**config.mk**
```make
export PLATFORM = sky130hd
export DESIGN_NAME = mips32_ifetch
export DESIGN_NICKNAME = d
export VERILOG_FILES = /design/src/rtl/mips32_ifetch.sv
export SDC_FILE = /design/constraint.sdc
export NUM_CORES = 1
export LEC_CHECK = 0
export BUFFER_PORTS_ARGS = -buffer_cell sky130_fd_sc_hd__clkbuf_2
export CAP_MARGIN = 20
export CELL_PAD_IN_SITES_DETAIL_PLACEMENT = 1
export CELL_PAD_IN_SITES_GLOBAL_PLACEMENT = 2
export CORE_MARGIN = 8
export CORE_UTILIZATION = 37
export DETAILED_ROUTE_END_ITERATION = 8
export PLACE_DENSITY_LB_ADDON = 0.1
export SETUP_SLACK_MARGIN = 0.02
export SLEW_MARGIN = 25
export SYNTH_ARGS = -nofsm -noshare
export SYNTH_HDL_FRONTEND = slang
export SYNTH_SLANG_ARGS = --single-unit
```
**constraint.sdc**
```tcl
create_clock -name clk1 -period 6.3 [get_ports clk1]
set_input_delay 1.575 -clock clk1 [delete_from_list [all_inputs] [get_ports clk1]]
set_output_delay 1.575 -clock clk1 [all_outputs]
set_load 0.05 [all_outputs]
```
**src/rtl/mips32_ifetch.sv**
```systemverilog
// MIPS32 decoupled instruction fetch: one outstanding imem request, prefetch FIFO feeding ID.
// Optional feature macro IFETCH_BYPASS_EN forwards a response straight to ID when the FIFO is empty.
module mips32_ifetch #(
    parameter int          DEPTH    = 4,
    parameter logic [31:0] RESET_PC = 32'h0
) (
    input  logic        clk1,
    input  logic        rst_n,
    output logic        imem_req,
    output logic [31:0] imem_addr,
    input  logic        imem_rvalid,
    input  logic [31:0] imem_rdata,
    input  logic        redirect,
    input  logic [31:0] redirect_pc,
    input  logic        halt,
    output logic        if_valid,
    output logic [31:0] if_ir,
    output logic [31:0] if_npc,
    input  logic        id_ready
);
    localparam int PTR_W = $clog2(DEPTH);
    localparam int CNT_W = PTR_W + 1;
    localparam logic [CNT_W:0] DEPTH_LVL = (CNT_W + 1)'(DEPTH);

    logic [31:0]      pc;
    logic [31:0]      req_addr;
    logic             outstanding;
    logic             drop;
    logic             run;
    logic [31:0]      fifo_ir  [DEPTH];
    logic [31:0]      fifo_npc [DEPTH];
    logic [PTR_W-1:0] rd_ptr;
    logic [PTR_W-1:0] wr_ptr;
    logic [CNT_W-1:0] count;

    logic             fifo_empty;
    logic             resp_ok;
    logic [31:0]      resp_npc;
    logic             fifo_wr;
    logic             fifo_pop;
    logic [CNT_W:0]   level;
    logic             room;
    logic             slot_free;
    logic             drop_wait;
    logic             issue;

    // A response is kept only if it is not squashed by an earlier or a same-cycle redirect.
    always_comb begin
        fifo_empty = (count == '0);
        resp_ok    = imem_rvalid && !drop && !redirect;
        resp_npc   = req_addr + 32'd1;
        fifo_pop   = !fifo_empty && id_ready;
    end

`ifdef IFETCH_BYPASS_EN
    logic bypass;

    always_comb begin
        bypass   = resp_ok && fifo_empty;
        fifo_wr  = resp_ok && !(bypass && id_ready);
        if_valid = !fifo_empty || bypass;
        if_ir    = bypass ? imem_rdata : fifo_ir[rd_ptr];
        if_npc   = bypass ? resp_npc : fifo_npc[rd_ptr];
    end
`else
    always_comb begin
        fifo_wr  = resp_ok;
        if_valid = !fifo_empty;
        if_ir    = fifo_ir[rd_ptr];
        if_npc   = fifo_npc[rd_ptr];
    end
`endif

    // Room is judged on the occupancy after this cycle so the new request's word always fits.
    always_comb begin
        level     = {1'b0, count} + (CNT_W + 1)'(fifo_wr) - (CNT_W + 1)'(fifo_pop);
        room      = (level < DEPTH_LVL);
        slot_free = !outstanding || imem_rvalid;
        drop_wait = drop && !imem_rvalid;
        issue     = run && slot_free && !halt && !redirect && room && !drop_wait;
        imem_req  = issue;
        imem_addr = pc;
    end

    always_ff @(posedge clk1 or negedge rst_n) begin
        if (!rst_n) begin
            pc          <= RESET_PC;
            req_addr    <= RESET_PC;
            outstanding <= 1'b0;
            drop        <= 1'b0;
            run         <= 1'b0;
            rd_ptr      <= '0;
            wr_ptr      <= '0;
            count       <= '0;
            for (int i = 0; i < DEPTH; i++) begin
                fifo_ir[i]  <= '0;
                fifo_npc[i] <= '0;
            end
        end else begin
            run <= 1'b1;

            if (redirect) begin
                pc <= redirect_pc;
            end else if (issue) begin
                pc <= pc + 32'd1;
            end

            if (issue) begin
                req_addr    <= pc;
                outstanding <= 1'b1;
            end else if (imem_rvalid) begin
                outstanding <= 1'b0;
            end

            // The in-flight word of a squashed path must be swallowed when it finally returns.
            if (imem_rvalid) begin
                drop <= 1'b0;
            end else if (redirect && outstanding) begin
                drop <= 1'b1;
            end

            if (redirect) begin
                rd_ptr <= '0;
                wr_ptr <= '0;
                count  <= '0;
            end else begin
                if (fifo_wr) begin
                    fifo_ir[wr_ptr]  <= imem_rdata;
                    fifo_npc[wr_ptr] <= resp_npc;
                    wr_ptr           <= wr_ptr + PTR_W'(1);
                end
                if (fifo_pop) begin
                    rd_ptr <= rd_ptr + PTR_W'(1);
                end
                count <= count + CNT_W'(fifo_wr) - CNT_W'(fifo_pop);
            end
        end
    end

endmodule

```
Word-level counts from Yosys, hierarchy flattened
Cells that the tools add are included.

Input port bits: 70. Output and inout bits: 98. Register bits after elaboration: 330.

Multiplexer cells: 21. Bitwise logic cells: 3. Magnitude comparators: 4. Add/sub/neg operators: 8. Reduce and logical (&&, ||, !) cells: 26.

Operators with widths (number): bitwise mux 128 bit (2); 2-to-1 mux 32 bit (7); binary-select mux 32 bit (select 2 bit) (2); adder 32 x 1 -> 32 bit, second input constant (2); demux 32 bit (select 2 bit) (1); logical AND 1 bit (11); nonzero test 2 bit (5); 2-to-1 mux 2 bit (4); zero test 1 bit (7); greater-or-equal comparator 3 bit, second input constant (2); NOT 2 -> 3 bit (2); adder 2 x 1 -> 2 bit, second input constant (2); adder 3 x 1 -> 4 bit (1); < comparator 4 x 3 -> 1 bit, second input constant (1); 2-to-1 mux 1 bit (4); subtractor 4 x 1 -> 4 bit (1); adder 3 x 1 -> 3 bit (1); zero test 3 bit (1); < comparator 3 x 1 -> 1 bit, second input constant (1); 2-to-1 mux 3 bit (1); subtractor 3 x 1 -> 3 bit (1); AND reduction 2 bit (1); logical OR 1 bit (1); NOT 1 bit (1).

Logic depth before layout (Yosys ltp)
Gate-level depths: netlist of the first run.

Word-level depth: 10. Mapped depth: 18. Gate-level depth less buffers: 13.

Worst setup path before layout of the first run
OpenSTA, ideal clock, no wires.

Path type: input-to-output. Start point: input imem_rvalid. End point: output imem_req. Stages on the path: 15. Setup slack: 153 ps. Arrival time: 4572 ps. Cells stage by stage: nor2b_1 -> clkbuf_1 -> and2_1 -> clkbuf_1 -> inv_1 -> ha_1 -> inv_1 -> ha_1 -> fa_1 -> xnor2_1 -> o2111ai_1 -> or3_1 -> buf_2 -> clkinv_1 -> clkbuf_1.

Word-level cells in the longest chain between the ends: 7. Elaborated cells on any way between the ends: 14.

Ends and longest elaborated chain: from (decl) (RTL line 11) `input logic imem_rvalid,`; logical AND 1 bit (2 in series) (RTL line 50) `resp_ok = imem_rvalid && !drop && !redirect;`; adder 3 x 1 -> 4 bit (RTL line 76) `level = {1'b0, count} + (CNT_W + 1)'(fifo_wr) - (CNT_W + 1)'(fifo_pop);`; subtractor 4 x 1 -> 4 bit (RTL line 76); < comparator 4 x 3 -> 1 bit (RTL line 77) `room = (level < DEPTH_LVL);`; logical AND 1 bit (RTL line 80) `issue = run && slot_free && !halt && !redirect && room && !drop_wait;`; logical AND 1 bit * (RTL line 80); to (decl) (RTL line 9) `output logic imem_req,`.

Mark *: on every way between the ends. The rest lies on a longest branch, timed or not.

Worst setup path after layout of the first run
Same ends and word-level chain as after synthesis.

==> results of run 1 <==
-- per-layer routing --
metal | part of all wire [%] | vias up | global-route usage (%)
met1 | 44 | 6071 | 25.93
li1 | - | 5580 | -
met5 | 0 | - | 0
met3 | 3.4 | 66 | 2.754
met2 | 50 | 167 | 34.77
met4 | 2.3 | 0 | 5.850
-- cell usage in the layout, fill, tap and decap left out, types with 3 or more instances in the layout --
cell / instances
a31oi_1: 9
nand4_1: 13
dfrtp_1: 328
a21oi_1: 13
nor3_1: 9
or4_1: 6
clkbuf_1: 14
clkinv_2: 8
clkbuf_16: 41
a221o_1: 9
nor2_1: 25
mux4_2: 64
o31a_1: 4
or3_1: 11
ha_1: 10
and2_1: 8
and4_1: 7
nor2b_1: 3
o311ai_0: 5
inv_1: 26
and3_1: 14
o21ai_0: 147
xnor2_1: 25
nand2_1: 622
nand2_4: 4
buf_4: 21
clkbuf_2: 166
xor2_1: 9
nor3b_1: 3
nand4_2: 3
nor4_1: 14
a22oi_1: 10
a32oi_1: 3
clkbuf_8: 7
nand2b_1: 4
nand3_1: 35
-- cells in the mapped netlist (2+ instances only) --
library cell  instances  area, µm²
o311ai_0              5      43.79
nor4_1               14      87.58
o31a_1                4      35.03
a211o_1               2      17.52
o41a_1                2      22.52
or4_1                 6      45.04
a221o_1               9      90.09
o21ai_0             147      735.7
nand3_1              35      175.2
nor2_1               25      93.84
or4_4                 2      22.52
xnor2_1              25      219.0
a31oi_1               9      56.30
clkbuf_2              2      10.01
buf_1                 7      26.28
dfrtp_1             330       8258
ha_1                 10      125.1
mux4_2               64       1441
nand2_1             626       2350
buf_2                12      60.06
nand4_2               3      37.54
a22oi_1              10      75.07
o21ba_2               2      20.02
o41ai_1               2      17.52
nor3b_1               3      22.52
clkbuf_1             75      281.5
and2_1                8      50.05
nor4_2                2      25.02
o21bai_1              2      15.01
a21oi_1              13      65.06
o2bb2ai_1             2      17.52
a21boi_0              2      15.01
nand4_1              13      81.33
and4_1                7      61.31
xor2_1                9      78.83
and3_1               14      87.58
inv_1                26      97.59
nand2b_1              4      25.02
a32oi_1               3      26.28
nor3_1                9      45.04
nor2b_1               3      18.77
or3_1                12      75.07
-- flip-flops by register name, indices dropped and copies added (netlist names) --
register and cells:
count 3, drop 1, fifo_ir 128, fifo_npc 128, imem_addr 32, outstanding 1, rd_ptr 2, req_addr 32
run 1, wr_ptr 2
-- power by group through the flow --
stage,clock network (mW),logic [mW],registers (mW)
finish,2.23,3.49,3.60
global route,2.37,3.83,3.73
CTS,2.30,3.57,3.61
detailed placement,0,3.56,3.64
global placement,0,3.49,3.61
floorplan,0,2.65,3.47
-- worst paths after layout --
path,from,endpoint,slack (ns),cells after the start
min in group asynchronous,rst_n,fifo_ir[104],1.08,1
worst min register to register,fifo_ir[51],fifo_ir[51],0.47,2
worst max-delay path,imem_rvalid,imem_req,0.49,13
worst min-delay path,fifo_ir[51],fifo_ir[51],0.47,2
worst max register to register,count[1],imem_addr[25],2.41,12
max in group asynchronous,rst_n,rd_ptr[0],3.92,2
-- stage by stage --
| stage | std cells | instance area [µm²] | power, mW | hold slack (ns) | setup WS, ns |
|---|---|---|---|---|---|
| 2_1_floorplan | 1571 | 15250 | 6.114 | 0.4403 | 0.1526 |
| 3_3_place_gp | 2194 | 16580 | 7.102 | 0.4522 | 0.5131 |
| 3_5_place_dp | 2194 | 16580 | 7.202 | 0.4596 | 0.4607 |
| 4_1_cts | 2265 | 17820 | 9.484 | 0.4738 | 0.4470 |
| 5_1_grt | 2265 | 17820 | 9.933 | 0.4911 | 0.3287 |
| 6_report | 2265 | 17820 | 9.321 | 0.4706 | 0.4914 |
-- cell type report --
type	count	share of cell area, %
clock buffer	62	6.592
timing repair buffer	189	5.743
sequential	330	46.36
clock inverter	9	0.3931
inverter	27	0.5687
multi-input combinational	1116	36.60
tap	532	3.735
-- logic make-up after synthesis --
| kind of cell | Yosys count |
|---|---|
| multiplexers | 64 |
| AO/OA/AOI/OAI | 218 |
| flip-flops | 330 |
| AND/OR/NAND/NOR | 788 |
| XOR/XNOR | 34 |
| adder cells (fa/ha/maj) | 11 |
| buffers and inverters | 125 |
| other | 1 |
-- tightest hold or removal path, stage by stage, from the launching register on --
cell and delay, ns:
dfrtp_1 0.33, nand2_1 0.05, nand2_1 0.06
==> run_results.csv, run 1 <==
group,metric,value,unit
cts,cts_resized,0,
place,numPortBuffers,167,
global_route,grt_overflow,0,
worst_setup_path,critPathMaxFanout,4,
global_route,grt_max_degree,125,
synth,synthXorXnorAreaFrac,1.953,%
timing,tns,0,ns
synth,ys_warn_count,0,
worst_setup_path,path_delay_family,"adder cells",
synth,seq_area_frac_synth,54.16,%
timing,drv_slew,0,
floorplanning,rows,74,
cells_and_area,seq_area,0.008263,mm²
worst_setup_path,cp-start-kind,"primary input",
timing,hold_viol,0,
power_and_ir_drop,power_density,523.0,mW/mm²
place,dpl.hpwl,30.16,mm
min_path,min_path_type,"reg -> reg",
timing,slew_headroom,37.00,%
cells_and_area,drive_gt1_share,18.93,%
timing,rsz0062_at_grt,"no",
global_route,grt_pass1_wl,75.84,mm
cts,htree_levels,2,
worst_setup_path,crit_buf_inv,5,
power_and_ir_drop,sw_frac_of_total,42.19,%
detailed_routing,drtIter0Drc,579,
cts,hold_buffers,0,
detailed_routing,avgViaCountPerCell,5.247,
cells_and_area,fin_util,43.75,%
worst_setup_path,required,4.72,ns
cells_and_area,nets,1785,
run_status,outcome,"finished clean",
cts,insertion_delay,0.54,ns
global_route,grt_pass1_vias,13020,
cells_and_area,diodes,0,
detailed_routing,drc,0,
cts,clock_path_buffers,3,
synth,synthFlopType,"dfrtp_1",
run,maxCapViolCount,0,
floorplanning,die-area,0.04796,mm²
floorplanning,initial_core_util,37.43,%
global_route,antenna_found_initial,0,
detailed_routing,finalWirelength,47.15,mm
worst_setup_path,criticalPathCategory,"in -> out",
power_and_ir_drop,internal_power,5.389,mW
cts,cts_sinks,330,
synth,netlist_instances,1571,
power_and_ir_drop,p_switching,3.933,mW
detailed_routing,wl_per_cell,20.82,µm
cts,clk_pin_slew,0.05,ns
synth,synth_mux_area_share,9.453,%
worst_setup_path,crit_chain,"clkbuf_2, nor2b_1, and2_1, inv_1, ha_1, inv_1, ha_1, fa_1, xnor2_1, o2111ai_1, or3_2, clkinv_1, clkbuf_2",
synth,ys_ff_latch,330,
floorplanning,die_h,219.0,µm
detailed_routing,vias,11880,
place,place_congestion,0.7539,
cts,cts_tree,"built",
cells_and_area,nFillCells,4642,
worst_setup_path,cp-end-kind,"output port",
timing,finClkSkew,0.007847,ns
synth,avgSynthCellArea,9.706,µm²
synth,synthesis.area,0.01525,mm²
power_and_ir_drop,p_seq_share,38.6,%
synth,yosys.area_share.simple,21.78,%
timing,max_freq,172.2,MHz
floorplanning,fp.coreArea,0.04074,mm²
power_and_ir_drop,comb_power_share,37.5,%
synth,synth_adder_area_share,0.9518,%
synth,synth_top_family_by_area,"simple AND/OR/NAND/NOR gates",
cells_and_area,multi_input_area,0.006524,mm²
detailed_routing,drtPass1Iterations,4,
timing,setup_viol,0,
timing,worst_slew_pin_slew,0.9450,ns
synth,synth.distinct_cells,53,
cts,cts_buffers,40,
floorplanning,die_x,219.0,µm
worst_setup_path,cp_slowest_stage_delay,0.48,ns
floorplanning,pin_count,168,
cts,root_buffer,"clkbuf_16",
worst_setup_path,crit_arrival,4.23,ns
power_and_ir_drop,ir_worst_vdd,271.5,µV
detailed_routing,ant_nets,0,
synth,ys_async_sr_fraction,100.0,%
timing,finalCritPeriodShare,92.20,%
worst_setup_path,cp_slowest_cell,"or3_2",
cts,cts_setup_buffers,0,
cells_and_area,areaGrowthSynthToFinish,16.88,%
synth,syn-num-nets,1652,
global_route,grtUsageTotal,20.05,%
synth,synth_edf_count,0,
power_and_ir_drop,leakage,8.490,nW
synth,synth_compound_area_share,8.419,%
power_and_ir_drop,clkPwrFrac,23.9,%
timing,finalCriticalPeriod,5.809,ns
Note: power is estimated with default switching activity, not from simulation.
==> run 2: changes to the inputs <==
--- a/config.mk
+++ b/config.mk
@@ -13,8 +13,9 @@
 export CORE_UTILIZATION = 37
 export DETAILED_ROUTE_END_ITERATION = 8
 export PLACE_DENSITY_LB_ADDON = 0.1
+export RECOVER_POWER = 25
 export SETUP_SLACK_MARGIN = 0.02
-export SLEW_MARGIN = 25
+export SLEW_MARGIN = 15
 export SYNTH_ARGS = -nofsm -noshare
 export SYNTH_HDL_FRONTEND = slang
 export SYNTH_SLANG_ARGS = --single-unit
==> run_results.csv, run 2 (same netlist as run 1, synthesis figures left out) <==
group,metric,value,unit
place,numPortBuffers,167,
worst_setup_path,cp-start-kind,"primary input",
worst_setup_path,r2r_slack,2.39,ns
worst_setup_path,reg2reg_from,"count[1]",
run,maxCapViolCount,6,
detailed_routing,ant_nets,0,
worst_setup_path,critPathMaxFanout,4,
timing,hold_viol,0,
detailed_routing,drtPass1Iterations,4,
floorplanning,die-area,0.04796,mm²
global_route,grt_overflow,0,
detailed_routing,finalWirelength,47.19,mm
cells_and_area,final_cell_mix,"nand2_1 (625), dfrtp_1 (328), clkbuf_2 (165), o21ai_0 (147), mux4_2 (64)",
cts,cts_setup_buffers,0,
worst_setup_path,crit_arrival,4.30,ns
floorplanning,initial_core_util,37.43,%
worst_setup_path,r2r_cells,13,
timing,finClkSkew,0.006847,ns
timing,rsz0062_at_grt,"no",
detailed_routing,vias,11890,
cts,insertion_delay,0.54,ns
timing,drv_slew,392,
detailed_routing,drtIter0Drc,606,
cells_and_area,nets,1785,
timing,finalCriticalPeriod,5.877,ns
min_path,min_path_cells,2,
cts,htree_levels,2,
cells_and_area,final_common_cell,"nand2_1",
floorplanning,fp.coreArea,0.04074,mm²
worst_setup_path,cp-end-kind,"output port",
worst_setup_path,cp_slowest_stage_delay,0.48,ns
min_path,min_to,"fifo_ir[93]",
power_and_ir_drop,leakage,8.432,nW
timing,tns,0,ns
place,dpl.hpwl,30.16,mm
cells_and_area,fin_cells,2265,
run_status,violations,"capacitance limit, slew limit",
cts,cts_tree,"built",
timing,slew_headroom,-98.58,%
power_and_ir_drop,clkPwrFrac,23.9,%
place,dpl.cell_count,2194,
worst_setup_path,crit_chain,"clkbuf_1, nor2b_1, and2_0, inv_1, ha_1, inv_1, ha_1, fa_1, xnor2_1, o2111ai_1, or3_2, clkinv_1, clkbuf_2",
floorplanning,pin_count,168,
min_path,min_path_type,"reg -> reg",
global_route,grtUsageTotal,20.05,%
run_status,outcome,"complete, but fails checks",
power_and_ir_drop,comb_power_share,37.5,%
min_path,min_from,"fifo_ir[93]",
floorplanning,rows,74,
detailed_routing,avgViaCountPerCell,5.251,
floorplanning,die_x,219.0,µm
global_route,grt_pass1_wl,75.84,mm
timing,worst_slew_pin_slew,2.979,ns
worst_setup_path,criticalPathCategory,"in -> out",
global_route,antenna_found_initial,0,
cts,cts_sinks,330,
floorplanning,die_h,219.0,µm
worst_setup_path,cp_slowest_cell,"or3_2",
detailed_routing,wl_per_cell,20.83,µm
cts,clk_pin_slew,0.05,ns
cts,clock_path_buffers,3,
cells_and_area,areaGrowthSynthToFinish,16.52,%
timing,max_freq,170.2,MHz
cells_and_area,fin_util,43.61,%
power_and_ir_drop,internal_power,5.386,mW
power_and_ir_drop,fin_total_pwr,9.318,mW
power_and_ir_drop,power_density,524.4,mW/mm²
worst_setup_path,required,4.72,ns
global_route,grt_max_degree,125,
timing,finalCritPeriodShare,93.28,%
global_route,grt_pass1_vias,13020,
cells_and_area,top_regs,"fifo_ir: 128 flops, fifo_npc: 128 flops",
cells_and_area,drive_gt1_share,18.52,%
power_and_ir_drop,ir_worst_vdd,271.4,µV
power_and_ir_drop,sw_frac_of_total,42.19,%
power_and_ir_drop,p_switching,3.932,mW
cts,cts_resized,0,
cts,root_buffer,"clkbuf_16",
cts,hold_buffers,0,
detailed_routing,drc,0,
worst_setup_path,rr_endpoint,"imem_addr[4]",
timing,setup_viol,0,
place,place_congestion,0.7539,
cells_and_area,diodes,0,
power_and_ir_drop,p_seq_share,38.6,%
cts,cts_buffers,40,
run 2: cell count changes in the layout (fill, tap and decap cells not counted), moves of 2 or more:
cell and change:
buf_4 -2, nand2_4 -3, nand2_1 +3, clkbuf_1 +4
run 2: worst max-delay path by stage:
stage | from | depth (start not counted) | slack, ns | end
CTS | imem_rvalid | 13 | 0.45 | imem_req
finish | imem_rvalid | 13 | 0.42 | imem_req
global placement | imem_rvalid | 13 | 0.51 | imem_req
floorplan | imem_rvalid | 15 | 0.15 | imem_req
detailed placement | imem_rvalid | 13 | 0.46 | imem_req
global route | imem_rvalid | 13 | 0.22 | imem_req
run 2: cell type report:
class	count	area, µm²
Clock buffer	62	1175
Clock inverter	9	70.07
Fill cell	4644	22970
Inverter	27	101.3
Multi-Input combinational cell	1116	6501
Sequential cell	330	8263
Tap cell	532	665.6
Timing Repair Buffer	189	991.0
run 2: worst max-delay path: cells and delay by family:
family / cells / cell delay (ns)
buffers and inverters: 5 / 0.68
AOI/OAI and AO/OA: 1 / 0.15
xor gates and xnor gates: 1 / 0.21
adders and majority gates: 3 / 0.85
and+or+nand+nor: 3 / 0.83
run 2: through the flow:
step                worst slack, ns  area [µm²]  hold WS, ns
finish                       0.4231       17770       0.4704
CTS                          0.4470       17820       0.4738
floorplan                    0.1526       15250       0.4403
global placement             0.5131       16580       0.4522
detailed placement           0.4607       16580       0.4596
global route                 0.2197       17770       0.4911
run 2: power by group through the flow:
stage	Sequential [mW]	Combinational (mW)	Clock [mW]
floorplan	3.47	2.65	0
global placement	3.61	3.49	0
detailed placement	3.64	3.56	0
CTS	3.61	3.57	2.30
global route	3.73	3.83	2.37
finish	3.60	3.49	2.23
run 2: routing by layer:
metal,track usage [%],wire (µm),share of wire (%),vias to the layer above
met5,0,0,0,-
met4,5.850,1039,2.2,0
met3,2.754,1582,3.4,67
met2,34.77,23840,51,165
met1,25.93,20720,44,6081
li1,-,-,-,5580
==> run 3: changes to the inputs <==
--- a/config.mk
+++ b/config.mk
@@ -5,12 +5,13 @@
 export SDC_FILE = /design/constraint.sdc
 export NUM_CORES = 1
 export LEC_CHECK = 0
+export ABC_AREA = 1
 export BUFFER_PORTS_ARGS = -buffer_cell sky130_fd_sc_hd__clkbuf_2
 export CAP_MARGIN = 20
 export CELL_PAD_IN_SITES_DETAIL_PLACEMENT = 1
 export CELL_PAD_IN_SITES_GLOBAL_PLACEMENT = 2
 export CORE_MARGIN = 8
-export CORE_UTILIZATION = 37
+export CORE_UTILIZATION = 35
 export DETAILED_ROUTE_END_ITERATION = 8
 export PLACE_DENSITY_LB_ADDON = 0.1
 export RECOVER_POWER = 25
==> run_results.csv, run 3 <==
group,metric,value,unit
run_status,outcome,"complete, but fails checks",
run_status,violations,"capacitance limit, slew limit",
timing,tns,0,ns
timing,slew_headroom,-66.40,%
synth,synth_top_area_cell,"dfrtp_1",
cells_and_area,multi_input_area,0.006868,mm²
synth,synth.distinct_cells,32,
place,numPortBuffers,167,
place,dpl.hpwl,35.30,mm
synth,synth_top_area_share,51.47,%
floorplanning,rows,78,
global_route,antenna_found_initial,0,
synth,ys_async_sr_fraction,100.0,%
worst_setup_path,rr_endpoint,"imem_addr[6]",
cells_and_area,drive_gt1_share,12.87,%
synth,ys_warn_count,0,
min_path,min_path_type,"reg -> reg",
timing,drv_slew,239,
cts,htree_levels,2,
floorplanning,pin_count,168,
floorplanning,die-area,0.05295,mm²
detailed_routing,drc,0,
min_path,min_path_cells,2,
synth,yosysMostFrequentCell,"nand2_1",
power_and_ir_drop,ir_worst_vdd,246.8,µV
floorplanning,fp.coreArea,0.04528,mm²
synth,synthFlopType,"dfrtp_1",
timing,finalCriticalPeriod,5.273,ns
cts,cts_setup_buffers,0,
timing,worst_slew_pin_slew,2.496,ns
synth,yosys.area_share.simple,26.71,%
detailed_routing,wl_per_cell,19.21,µm
synth,netlist_instances,2070,
cts,clk_pin_slew,0.05,ns
worst_setup_path,crit_chain,"clkbuf_2, inv_1, nor2_1, nand2_2, ha_1, inv_1, ha_1, fa_1, xnor2_1, nand2_1, a21oi_4, buf_12",
timing,whs,0.4715,ns
worst_setup_path,crit_arrival,3.70,ns
global_route,grtUsageTotal,20.46,%
synth,synth_top_family_by_area,"simple AND/OR/NAND/NOR gates",
detailed_routing,vias,14270,
synth,synth_edf_count,0,
cells_and_area,nFillCells,5588,
detailed_routing,avgViaCountPerCell,5.069,
power_and_ir_drop,power_density,510.1,mW/mm²
cts,hold_buffers,0,
floorplanning,die_x,230.1,µm
synth,synth_adder_area_share,0.9046,%
cells_and_area,nets,2264,
floorplanning,die_h,230.1,µm
timing,finClkSkew,0.01645,ns
cts,cts_sinks,330,
synth,seq_area_frac_synth,51.47,%
cts,cts_buffers,41,
worst_setup_path,reg2reg_from,"count[1]",
cells_and_area,top_regs,"fifo_ir: 128 flops, fifo_npc: 128 flops",
worst_setup_path,critPathMaxFanout,3,
global_route,grt_max_degree,93,
worst_setup_path,criticalPathCategory,"in -> out",
detailed_routing,finalWirelength,54.07,mm
run,maxCapViolCount,4,
synth,netlist_top_cells_count,"nand2_1 (705), dfrtp_1 (330), o21ai_0 (285), nor2_1 (221), inv_1 (101)",
cts,insertion_delay,0.55,ns
synth,synthTopCellsByArea,"dfrtp_1 (51%), nand2_1 (16%), o21ai_0 (8.9%)",
cts,root_buffer,"clkbuf_16",
cts,clock_path_buffers,3,
global_route,grt_pass1_wl,87.17,mm
synth,avgSynthCellArea,7.751,µm²
timing,rsz0062_at_grt,"no",
timing,max_freq,189.6,MHz
worst_setup_path,r2r_slack,2.74,ns
worst_setup_path,worstSetupStartpoint,"imem_rvalid",
worst_setup_path,cp_slowest_cell,"fa_1",
cells_and_area,final_common_cell,"nand2_1",
detailed_routing,drtIter0Drc,674,
cts,cts_tree,"built",
synth,syn-num-nets,2151,
cells_and_area,seq_area,0.008263,mm²
timing,hold_viol,0,
floorplanning,initial_core_util,35.43,%
place,dpl.cell_count,2740,
timing,setup_viol,0,
cells_and_area,final_cell_mix,"nand2_1 (705), dfrtp_1 (328), o21ai_0 (285), nor2_1 (221), clkbuf_2 (166)",
synth,ys_ff_latch,330,
place,place_congestion,0.8267,
cells_and_area,areaGrowthSynthToFinish,16.35,%
power_and_ir_drop,leakage,9.244,nW
worst_setup_path,endpoint,"imem_req",
cells_and_area,diodes,0,
global_route,grt_overflow,0,
worst_setup_path,cp-end-kind,"output port",
worst_setup_path,cp-start-kind,"primary input",
place,placed_area,0.01731,mm²
worst_setup_path,required,4.72,ns
cells_and_area,fin_cells,2815,
synth,synthesis.area,0.01604,mm²
synth,synth_mux_area_share,0,%
detailed_routing,ant_nets,0,
cts,cts_resized,0,
synth,synthXorXnorAreaFrac,1.139,%
worst_setup_path,cp_slowest_stage_delay,0.40,ns
synth,synth_compound_area_share,13.90,%
cells_and_area,fin_area,0.01867,mm²
timing,finalCritPeriodShare,83.71,%
detailed_routing,drtPass1Iterations,4,
worst_setup_path,r2r_cells,14,
global_route,grt_pass1_vias,15060,
==> run 3: changes by cell type after synthesis, moves of 19 or more <==
cell     previous run  this run
nor2_1             25       221
o21ai_0           147       285
nand2_1           626       705
inv_1              26       101
nand3_1            35       100
mux4_2             64         0
o22ai_1             0        64
o21ai_1             0        60
buf_2              12        33
xnor2_1            25         6
==> run 3: worst max-delay path, delay by kind of cell <==
family                     cells  cell delay [ns]
adders and majority gates      3             0.88
and+or+nand+nor                3             0.41
buffers and inverters          4             0.36
AOI/OAI and AO/OA              1             0.25
xor gates and xnor gates       1             0.23
==> run 3: cell type report <==
cell class                 count  share of cell area, %
inverter                     106                  2.145
tap                          600                  4.022
clock buffer                  67                  6.944
clock inverter                 8                 0.5362
multi-input combinational   1520                  36.79
sequential                   330                  44.27
timing repair buffer         184                  5.295
==> run 3: per-layer routing <==
metal | track usage, % | vias up | part of all wire (%)
met1 | 27.25 | 7045 | 47
li1 | - | 6929 | -
met2 | 34.49 | 229 | 48
met5 | 0 | - | 0
met3 | 2.856 | 67 | 3.5
met4 | 5.642 | 0 | 2.1
==> run 3: logic make-up after synthesis <==
family	count (synthesis)
compound gates	421
xor+xnor	20
fa+ha+maj	11
buf+inv	220
flops	330
other cells	1
simple gates	1067
==> run 3: worst min path at each step <==
stage                             from      endpoint  slack, ns
after floorplan           fifo_npc[35]  fifo_npc[35]       0.44
after global placement    fifo_npc[62]  fifo_npc[62]       0.46
after detailed placement  fifo_npc[85]  fifo_npc[85]       0.46
after CTS                 fifo_npc[85]  fifo_npc[85]       0.48
after global routing      fifo_npc[63]  fifo_npc[63]       0.49
final                     fifo_npc[80]  fifo_npc[80]       0.47
==> run 3: metrics by stage <==
stage               utilization [%]  power [mW]  worst slack (ns)
floorplan                         -       6.016             1.258
global placement              38.22       7.112             1.055
detailed placement            38.22       7.198             1.020
CTS                           41.30       9.672            0.9988
global route                  41.22       10.16            0.7983
finish                        41.22       9.521             1.027
==> run 3: where the power goes <==
part | leakage, nW | total (mW) | internal (mW) | switching [mW]
clock network | 0.691 | 2.41 | 1.49 | 0.923
registers | 4.30 | 3.47 | 2.88 | 0.590
logic | 4.26 | 3.64 | 0.946 | 2.70
total | 9.24 | 9.52 | 5.31 | 4.21
